===== config.mk =====
export PLATFORM = sky130hd
export DESIGN_NAME = output_reg_bank_flat
export DESIGN_NICKNAME = d
export VERILOG_FILES = /design/src/rtl/selector_pkg.sv /design/src/rtl/output_reg_bank_if.sv /design/src/rtl/reg_bank_slot.sv /design/src/rtl/output_reg_bank.sv /design/src/flat_wrapper.sv
export SDC_FILE = /design/constraint.sdc
export NUM_CORES = 1
export LEC_CHECK = 0
export BUFFER_PORTS_ARGS = -buffer_cell sky130_fd_sc_hd__buf_4
export CAP_MARGIN = 20
export CORE_MARGIN = 2
export CORE_UTILIZATION = 47
export DETAILED_ROUTE_END_ITERATION = 8
export PLACE_DENSITY_LB_ADDON = 0.25
export SYNTH_ARGS = -nofsm -noshare
export SYNTH_HDL_FRONTEND = slang
export SYNTH_HIERARCHICAL = 1
export SYNTH_SLANG_ARGS = --single-unit
export TNS_END_PERCENT = 5

===== constraint.sdc =====
create_clock -name clk -period 2.6 [get_ports clk]
set_clock_uncertainty 0.2 [all_clocks]
set_input_delay 0.13 -clock clk [delete_from_list [all_inputs] [get_ports clk]]
set_output_delay 0.13 -clock clk [all_outputs]
set_load 0.005 [all_outputs]

===== src/rtl/selector_pkg.sv =====
// Parameters, width helpers and state encoding shared by the input selector and its register bank.
package selector_pkg;

    localparam int unsigned DEF_DATA_WIDTH      = 4;
    localparam int unsigned DEF_OUTPUTS         = 4;
    localparam int unsigned DEF_OUTPUTS_PER_BUS = 4;
    localparam int unsigned DEF_REGS_INPUTS     = 64;

    function automatic int unsigned bus_w(int unsigned opb, int unsigned dw);
        return opb * dw;
    endfunction

    function automatic int unsigned word_w(int unsigned outs, int unsigned opb, int unsigned dw);
        return outs * opb * dw;
    endfunction

    function automatic int unsigned slots(int unsigned regs, int unsigned outs, int unsigned opb);
        return regs / (outs * opb);
    endfunction

    function automatic int unsigned ptr_w(int unsigned n);
        return (n > 1) ? $clog2(n) : 1;
    endfunction

    typedef enum logic {
        ST_IDLE  = 1'b0,
        ST_CLEAR = 1'b1
    } state_e;

endpackage


===== src/rtl/output_reg_bank_if.sv =====
// Write-beat / register-readback bundle between the input selector and output_reg_bank.
interface output_reg_bank_if
    import selector_pkg::*;
#(
    parameter int unsigned DATA_WIDTH      = DEF_DATA_WIDTH,
    parameter int unsigned REGS_INPUTS     = DEF_REGS_INPUTS,
    parameter int unsigned OUTPUTS         = DEF_OUTPUTS,
    parameter int unsigned OUTPUTS_PER_BUS = DEF_OUTPUTS_PER_BUS
);
    localparam int unsigned BUS_W  = bus_w(OUTPUTS_PER_BUS, DATA_WIDTH);
    localparam int unsigned REGS_W = REGS_INPUTS * DATA_WIDTH;
    localparam int unsigned PTR_W  = ptr_w(slots(REGS_INPUTS, OUTPUTS, OUTPUTS_PER_BUS));

    logic              wValid;
    logic              wClear;
    logic [BUS_W-1:0]  r0;
    logic [BUS_W-1:0]  r1;
    logic [BUS_W-1:0]  r2;
    logic [BUS_W-1:0]  r3;
    logic [REGS_W-1:0] wRegs;
    logic              wBusy;
    logic [PTR_W-1:0]  wWritePtr;
    logic              wFull;
    logic              wOverrun;

    modport master (
        output wValid, wClear, r0, r1, r2, r3,
        input  wRegs, wBusy, wWritePtr, wFull, wOverrun
    );

    modport slave (
        input  wValid, wClear, r0, r1, r2, r3,
        output wRegs, wBusy, wWritePtr, wFull, wOverrun
    );

endinterface


===== src/rtl/reg_bank_slot.sv =====
// One bank slot: a word register with write-enable and synchronous clear (clear wins).
module reg_bank_slot #(
    parameter int unsigned WORD_W = 64
) (
    input  logic              clk,
    input  logic              rst_n,
    input  logic              we,
    input  logic              clr,
    input  logic [WORD_W-1:0] d,
    output logic [WORD_W-1:0] q
);

    always_ff @(posedge clk or negedge rst_n) begin
        if (!rst_n) begin
            q <= '0;
        end else if (clr) begin
            q <= '0;
        end else if (we) begin
            q <= d;
        end
    end

endmodule


===== src/rtl/output_reg_bank.sv =====
// Slot-addressed capture bank for selector output beats, with a one-slot-per-cycle clear FSM.
// Define REG_BANK_WRAP_EN to make the bank a ring that overwrites the oldest slot instead of filling.
module output_reg_bank
    import selector_pkg::*;
#(
    parameter int unsigned DATA_WIDTH      = DEF_DATA_WIDTH,
    parameter int unsigned REGS_INPUTS     = DEF_REGS_INPUTS,
    parameter int unsigned OUTPUTS         = DEF_OUTPUTS,
    parameter int unsigned OUTPUTS_PER_BUS = DEF_OUTPUTS_PER_BUS
) (
    input logic              clk,
    input logic              rst_n,
    output_reg_bank_if.slave bus
);

    localparam int unsigned WORD_W = word_w(OUTPUTS, OUTPUTS_PER_BUS, DATA_WIDTH);
    localparam int unsigned SLOTS  = slots(REGS_INPUTS, OUTPUTS, OUTPUTS_PER_BUS);
    localparam int unsigned PTR_W  = ptr_w(SLOTS);
    localparam int unsigned REGS_W = REGS_INPUTS * DATA_WIDTH;
    localparam logic [PTR_W-1:0] LAST = PTR_W'(SLOTS - 1);

    state_e             state_q, state_d;
    logic [PTR_W-1:0]   ptr_q, ptr_d;
    logic [PTR_W-1:0]   cnt_q, cnt_d;
    logic               full_q, full_d;
    logic               ovr_q, ovr_d;
    logic               pend_q, pend_d;
    logic [SLOTS-1:0]   we;
    logic [SLOTS-1:0]   clr;
    logic [WORD_W-1:0]  beat;
    logic [WORD_W-1:0]  slot_q [SLOTS];
    logic [REGS_W-1:0]  regs_flat;

    assign beat = {bus.r3, bus.r2, bus.r1, bus.r0};

    always_comb begin
        state_d = state_q;
        ptr_d   = ptr_q;
        cnt_d   = cnt_q;
        full_d  = full_q;
        ovr_d   = ovr_q;
        pend_d  = pend_q;
        we      = '0;
        clr     = '0;
        unique case (state_q)
            ST_IDLE: begin
                if (bus.wClear) begin
                    state_d = ST_CLEAR;
                    cnt_d   = '0;
                end else if (bus.wValid) begin
`ifdef REG_BANK_WRAP_EN
                    we[ptr_q] = 1'b1;
                    ptr_d     = ptr_q + PTR_W'(1);
`else
                    if (!full_q) begin
                        we[ptr_q] = 1'b1;
                        ptr_d     = ptr_q + PTR_W'(1);
                        if (ptr_q == LAST) full_d = 1'b1;
                    end else begin
                        ovr_d = 1'b1;
                    end
`endif
                end
            end
            ST_CLEAR: begin
                clr[cnt_q] = 1'b1;
                cnt_d      = cnt_q + PTR_W'(1);
                // Beats dropped mid-clear are remembered so the overrun survives the final zeroing.
                if (bus.wValid) pend_d = 1'b1;
                if (cnt_q == LAST) begin
                    state_d = ST_IDLE;
                    ptr_d   = '0;
                    full_d  = 1'b0;
                    ovr_d   = pend_q | bus.wValid;
                    pend_d  = 1'b0;
                end
            end
            default: state_d = ST_IDLE;
        endcase
    end

    always_ff @(posedge clk or negedge rst_n) begin
        if (!rst_n) begin
            state_q <= ST_IDLE;
            ptr_q   <= '0;
            cnt_q   <= '0;
            full_q  <= 1'b0;
            ovr_q   <= 1'b0;
            pend_q  <= 1'b0;
        end else begin
            state_q <= state_d;
            ptr_q   <= ptr_d;
            cnt_q   <= cnt_d;
            full_q  <= full_d;
            ovr_q   <= ovr_d;
            pend_q  <= pend_d;
        end
    end

    for (genvar s = 0; s < SLOTS; s++) begin : g_slot
        reg_bank_slot #(
            .WORD_W(WORD_W)
        ) u_slot (
            .clk  (clk),
            .rst_n(rst_n),
            .we   (we[s]),
            .clr  (clr[s]),
            .d    (beat),
            .q    (slot_q[s])
        );
    end

    always_comb begin
        regs_flat = '0;
        for (int s = 0; s < SLOTS; s++) begin
            regs_flat[s*WORD_W +: WORD_W] = slot_q[s];
        end
    end

    assign bus.wRegs     = regs_flat;
    assign bus.wBusy     = (state_q == ST_CLEAR);
    assign bus.wWritePtr = ptr_q;
    assign bus.wFull     = full_q;
    assign bus.wOverrun  = ovr_q;

endmodule


===== src/flat_wrapper.sv =====
// flat-port wrapper written by rule: the top's interface ports become plain ports
module output_reg_bank_flat import selector_pkg::*;
#(
    parameter int unsigned DATA_WIDTH      = DEF_DATA_WIDTH,
    parameter int unsigned REGS_INPUTS     = DEF_REGS_INPUTS,
    parameter int unsigned OUTPUTS         = DEF_OUTPUTS,
    parameter int unsigned OUTPUTS_PER_BUS = DEF_OUTPUTS_PER_BUS
)
  (clk, rst_n, bus_wValid, bus_wClear, bus_r0, bus_r1, bus_r2, bus_r3, bus_wRegs, bus_wBusy, bus_wWritePtr, bus_wFull, bus_wOverrun);
  output_reg_bank_if #(.DATA_WIDTH(DATA_WIDTH), .REGS_INPUTS(REGS_INPUTS), .OUTPUTS(OUTPUTS), .OUTPUTS_PER_BUS(OUTPUTS_PER_BUS)) bus_i ();
  input logic clk;
  input logic rst_n;
  input wire logic [$bits(bus_i.wValid)-1:0] bus_wValid;
  input wire logic [$bits(bus_i.wClear)-1:0] bus_wClear;
  input wire logic [$bits(bus_i.r0)-1:0] bus_r0;
  input wire logic [$bits(bus_i.r1)-1:0] bus_r1;
  input wire logic [$bits(bus_i.r2)-1:0] bus_r2;
  input wire logic [$bits(bus_i.r3)-1:0] bus_r3;
  output wire logic [$bits(bus_i.wRegs)-1:0] bus_wRegs;
  output wire logic [$bits(bus_i.wBusy)-1:0] bus_wBusy;
  output wire logic [$bits(bus_i.wWritePtr)-1:0] bus_wWritePtr;
  output wire logic [$bits(bus_i.wFull)-1:0] bus_wFull;
  output wire logic [$bits(bus_i.wOverrun)-1:0] bus_wOverrun;
  assign bus_i.wValid = bus_wValid;
  assign bus_i.wClear = bus_wClear;
  assign bus_i.r0 = bus_r0;
  assign bus_i.r1 = bus_r1;
  assign bus_i.r2 = bus_r2;
  assign bus_i.r3 = bus_r3;
  assign bus_wRegs = bus_i.wRegs;
  assign bus_wBusy = bus_i.wBusy;
  assign bus_wWritePtr = bus_i.wWritePtr;
  assign bus_wFull = bus_i.wFull;
  assign bus_wOverrun = bus_i.wOverrun;
  output_reg_bank #(.DATA_WIDTH(DATA_WIDTH), .REGS_INPUTS(REGS_INPUTS), .OUTPUTS(OUTPUTS), .OUTPUTS_PER_BUS(OUTPUTS_PER_BUS)) u_core (.clk(clk), .rst_n(rst_n), .bus(bus_i));
endmodule

==> metrics.md <==
| Metric | Value |
|---|---|
| Most used flip-flop cell after synthesis | `dfrtp_1` |
| Top cells by count, synth | `264 x dfrtp_1, 261 x nor2_1, 256 x mux2i_1` |
| DR vias/cell | `5.01` |
| RSZ-0062 raised after global routing | `false` |
| Top-count cell post-synth | `dfrtp_1` |
| Crit-path cells | `nor4b_4, and2_4, buf_12, mux2i_1, nor2_1` |
| Placed wire-length estimate | `19,100 um` |
| Post-Syn Instances | `876` |
| PwrDens | `833 nW/um2` |
| CTS H-Tree Depth | `1` |
| CP arrival | `2.48 ns` |
| Root Buffer | `clkbuf_16` |
| Total grt overflow | `0` |
| Detailed-route via count | `8,017` |
| Tightest Pin Transition | `0.567 ns` |
| Hold slack final | `0.188 ns` |
| Max-Cap Viols | `0` |
| Area of the core | `22,800 um2` |
| Flop2flop setup slack | `0.33 ns` |
| Synthesized net count | `952` |
| CTS clk-pin slew, worst paths | `0.06 ns` |
| Fillers | `1,679` |
| Layout cells sized above 1 | `0.312` |
| First-pass GRT wire length | `47,000 um` |
| # IOs | `329` |
| M3 GR Usage | `0.0601` |
| Yosys Warn Count | `6` |
| Top cell family by delay on the critical path | `simple AND/OR/NAND/NOR gates` |
| GR Layer Usage met2 | `0.399` |
| Worst Path Required | `2.81 ns` |
| Antenna-violating nets left | `0` |
| Antenna violations before repair | `0` |
| Critical Path Start Type | `register` |
| GR Util met1 | `0.326` |
| Outcome | `finished, final reports clean` |
| DIE HEIGHT | `157 um` |
| Tot GR Track Use | `0.244` |
| Post-Syn Area | `11,000 um2` |
| HP Class | `input port to register` |
| Setup-failing EPs final | `0` |
| Final Routed Wirelength | `30,100 um` |
| DRC viols | `0` |
| Die Width | `157 um` |
| CTS sink count | `264` |
| Ranking of synthesized cells by area | `dfrtp_1 60%, mux2i_1 23%, nor2_1 8.9%, buf_8 3.3%, ha_1 0.91%` |
| Critical R2R Launch | `u_core/bus.wFull$_DFFE_PN0P_` |
| Area of the multi-input gates | `3810 um2` |
| Top cell type by total area after synthesis | `dfrtp_1` |
| Port bufs | `328` |
| Final worst path period share | `0.872` |
| Register area share after synthesis | `0.603` |
| Post-synth cell types | `20` |
| Top cell type's share of synthesized area | `0.603` |
| Number of enable flip-flop cells after synthesis | `0` |
| Rows | `55` |
| CTS tree | `built` |
| Setup CP Type | `register to register` |
| CP max FO | `28` |
| Setup crit end kind | `register` |
| Number of global-route vias before repair | `8,269` |
| Area growth, synth to finish | `39.5%` |
| VDD IR max | `0.000575 V` |
| R2R depth | `5` |
| Share of flip-flops with an asynchronous set or reset | `1.00` |
| Buf+Inv Stages, Crit Path | `1` |
| Post-DP Area | `13,700 um2` |
| Worst path max stage delay | `0.47 ns` |
| Final Hold Vio Count | `0` |
| Initial Util | `0.481` |
| Initial DRT Pass Iterations | `5` |
| Fin Setup TNS | `0 ns` |
| Tot Pwr | `0.0127 W` |
| Rel. slew slack | `0.622` |
| Syn_area_per_cell | `12.5 um2` |
| Hold endpoint | `u_core/cnt_q[1]$_DFFE_PN0P_` |
| Leakage | `7.53 nW` |
| Final Instance Area | `15,300 um2` |
| Worst r2r dst | `u_core/g_slot[3].u_slot/q[53]$_DFFE_PN0P_` |
| Worst-Skew Late Latency | `0.53 ns` |
| Slew Viols, Final | `0` |
| Largest net degree at the start of global routing | `73` |
| GR peak layer | `met2` |
| CP Depth | `5` |
| Worst Hold Launch | `bus_wClear` |
| Slowest cell on the critical path | `nor4b_4` |
| Worst-case clock buffer depth | `3` |
| Reg area | `6610 um2` |
| Ant diodes | `0` |
| Layout net count | `1,344` |
| Gpl congestion | `0.823` |
| DR WL/cell | `18.8 um` |
| Post-layout minimum cycle time | `2.27 ns` |
| Fmax | `441 MHz` |
| Number of buffers created by CTS | `28` |
| Total die area | `24,500 um2` |
| Post-CTS setup buffer count | `0` |
| Seq cells post-synth | `264` |
| Starting DRT DRC Count | `425` |
| Hold depth | `3` |
==> cells by family after synthesis <==
kind of cell               after synthesis  synth area share
and+or+nand+nor                        276            0.0985
DFF                                    264             0.603
muxes                                  257             0.235
buffers and inverters                   63            0.0498
AOI/OAI and AO/OA                        8           0.00434
adders and majority gates                8           0.00914
==> layout by cell type, fill, tap and decap left out, types with 3 or more instances in the layout <==
master	n
dlygate4sd3_1	69
clkbuf_16	29
nor2_1	261
buf_12	15
mux2i_1	256
buf_4	334
and2_2	3
clkbuf_8	4
and2_4	4
inv_1	5
ha_1	8
nand2_1	5
clkinv_2	4
clkbuf_1	7
bufinv_16	3
dfrtp_1	264
==> where the power goes <==
group          total [W]  internal [W]  switching, W
combinational    0.00349       0.00160       0.00189
sequential       0.00518       0.00478      0.000406
clock            0.00406       0.00244       0.00162
total             0.0127       0.00882       0.00391
==> how the worst max path moves through the flow <==
stage | slack, ns | from | to
after floorplan | 0.73 | u_core/bus.wBusy$_DFF_PN0_ | u_core/g_slot[0].u_slot/q[10]$_DFFE_PN0P_
after global placement | 0.46 | u_core/bus.wFull$_DFFE_PN0P_ | u_core/g_slot[3].u_slot/q[11]$_DFFE_PN0P_
after detailed placement | 0.37 | u_core/bus.wFull$_DFFE_PN0P_ | u_core/g_slot[3].u_slot/q[53]$_DFFE_PN0P_
after CTS | 0.35 | u_core/bus.wFull$_DFFE_PN0P_ | u_core/g_slot[3].u_slot/q[54]$_DFFE_PN0P_
after global routing | 0.23 | u_core/bus.wFull$_DFFE_PN0P_ | u_core/g_slot[3].u_slot/q[53]$_DFFE_PN0P_
final | 0.33 | u_core/bus.wFull$_DFFE_PN0P_ | u_core/g_slot[3].u_slot/q[53]$_DFFE_PN0P_
==> what timing repair did <==
| item | CTS | global route |
|---|---|---|
| resized for setup | 0 | 0 |
| hold buffers | 69 | 0 |
| hold endpoints to repair | 528 | 0 |
==> worst min-delay path: cells and delay by family <==
kind                   cells  cell delay (ns)
AOI/OAI and AO/OA          1             0.06
buffers and inverters      2             0.69
==> flip-flops by register name, summed over array words and instances (netlist names) <==
signal,flops
u_core/g_slot.u_slot/q,256
u_core/bus.wBusy,1
u_core/bus.wFull,1
u_core/bus.wOverrun,1
u_core/bus.wWritePtr,2
u_core/cnt_q,2
u_core/pend_q,1
==> area by class of cell <==
| type | count | share of cell area |
|---|---|---|
| Tap cell | 313 | 0.0256 |
| Timing Repair Buffer | 419 | 0.230 |
| Clock inverter | 9 | 0.00819 |
| Inverter | 6 | 0.00147 |
| Sequential cell | 264 | 0.432 |
| Clock buffer | 40 | 0.0528 |
| Multi-Input combinational cell | 549 | 0.250 |
==> layer usage <==
metal / wire, um / vias to the layer above
met1: 12600 / 3963
met4: 770 / 0
met2: 14300 / 315
li1: - / 3688
met3: 2330 / 51
met5: 0 / -
==> per-stage QoR <==
step / setup slack [ns] / std cells / util
after global placement: 0.464 / 1482 / 0.600
after detailed placement: 0.369 / 1482 / 0.600
final: 0.334 / 1600 / 0.671
after floorplan: 0.732 / 876 / -
after CTS: 0.350 / 1600 / 0.671
after global routing: 0.226 / 1600 / 0.671
Power figures use the tool's default switching activity.
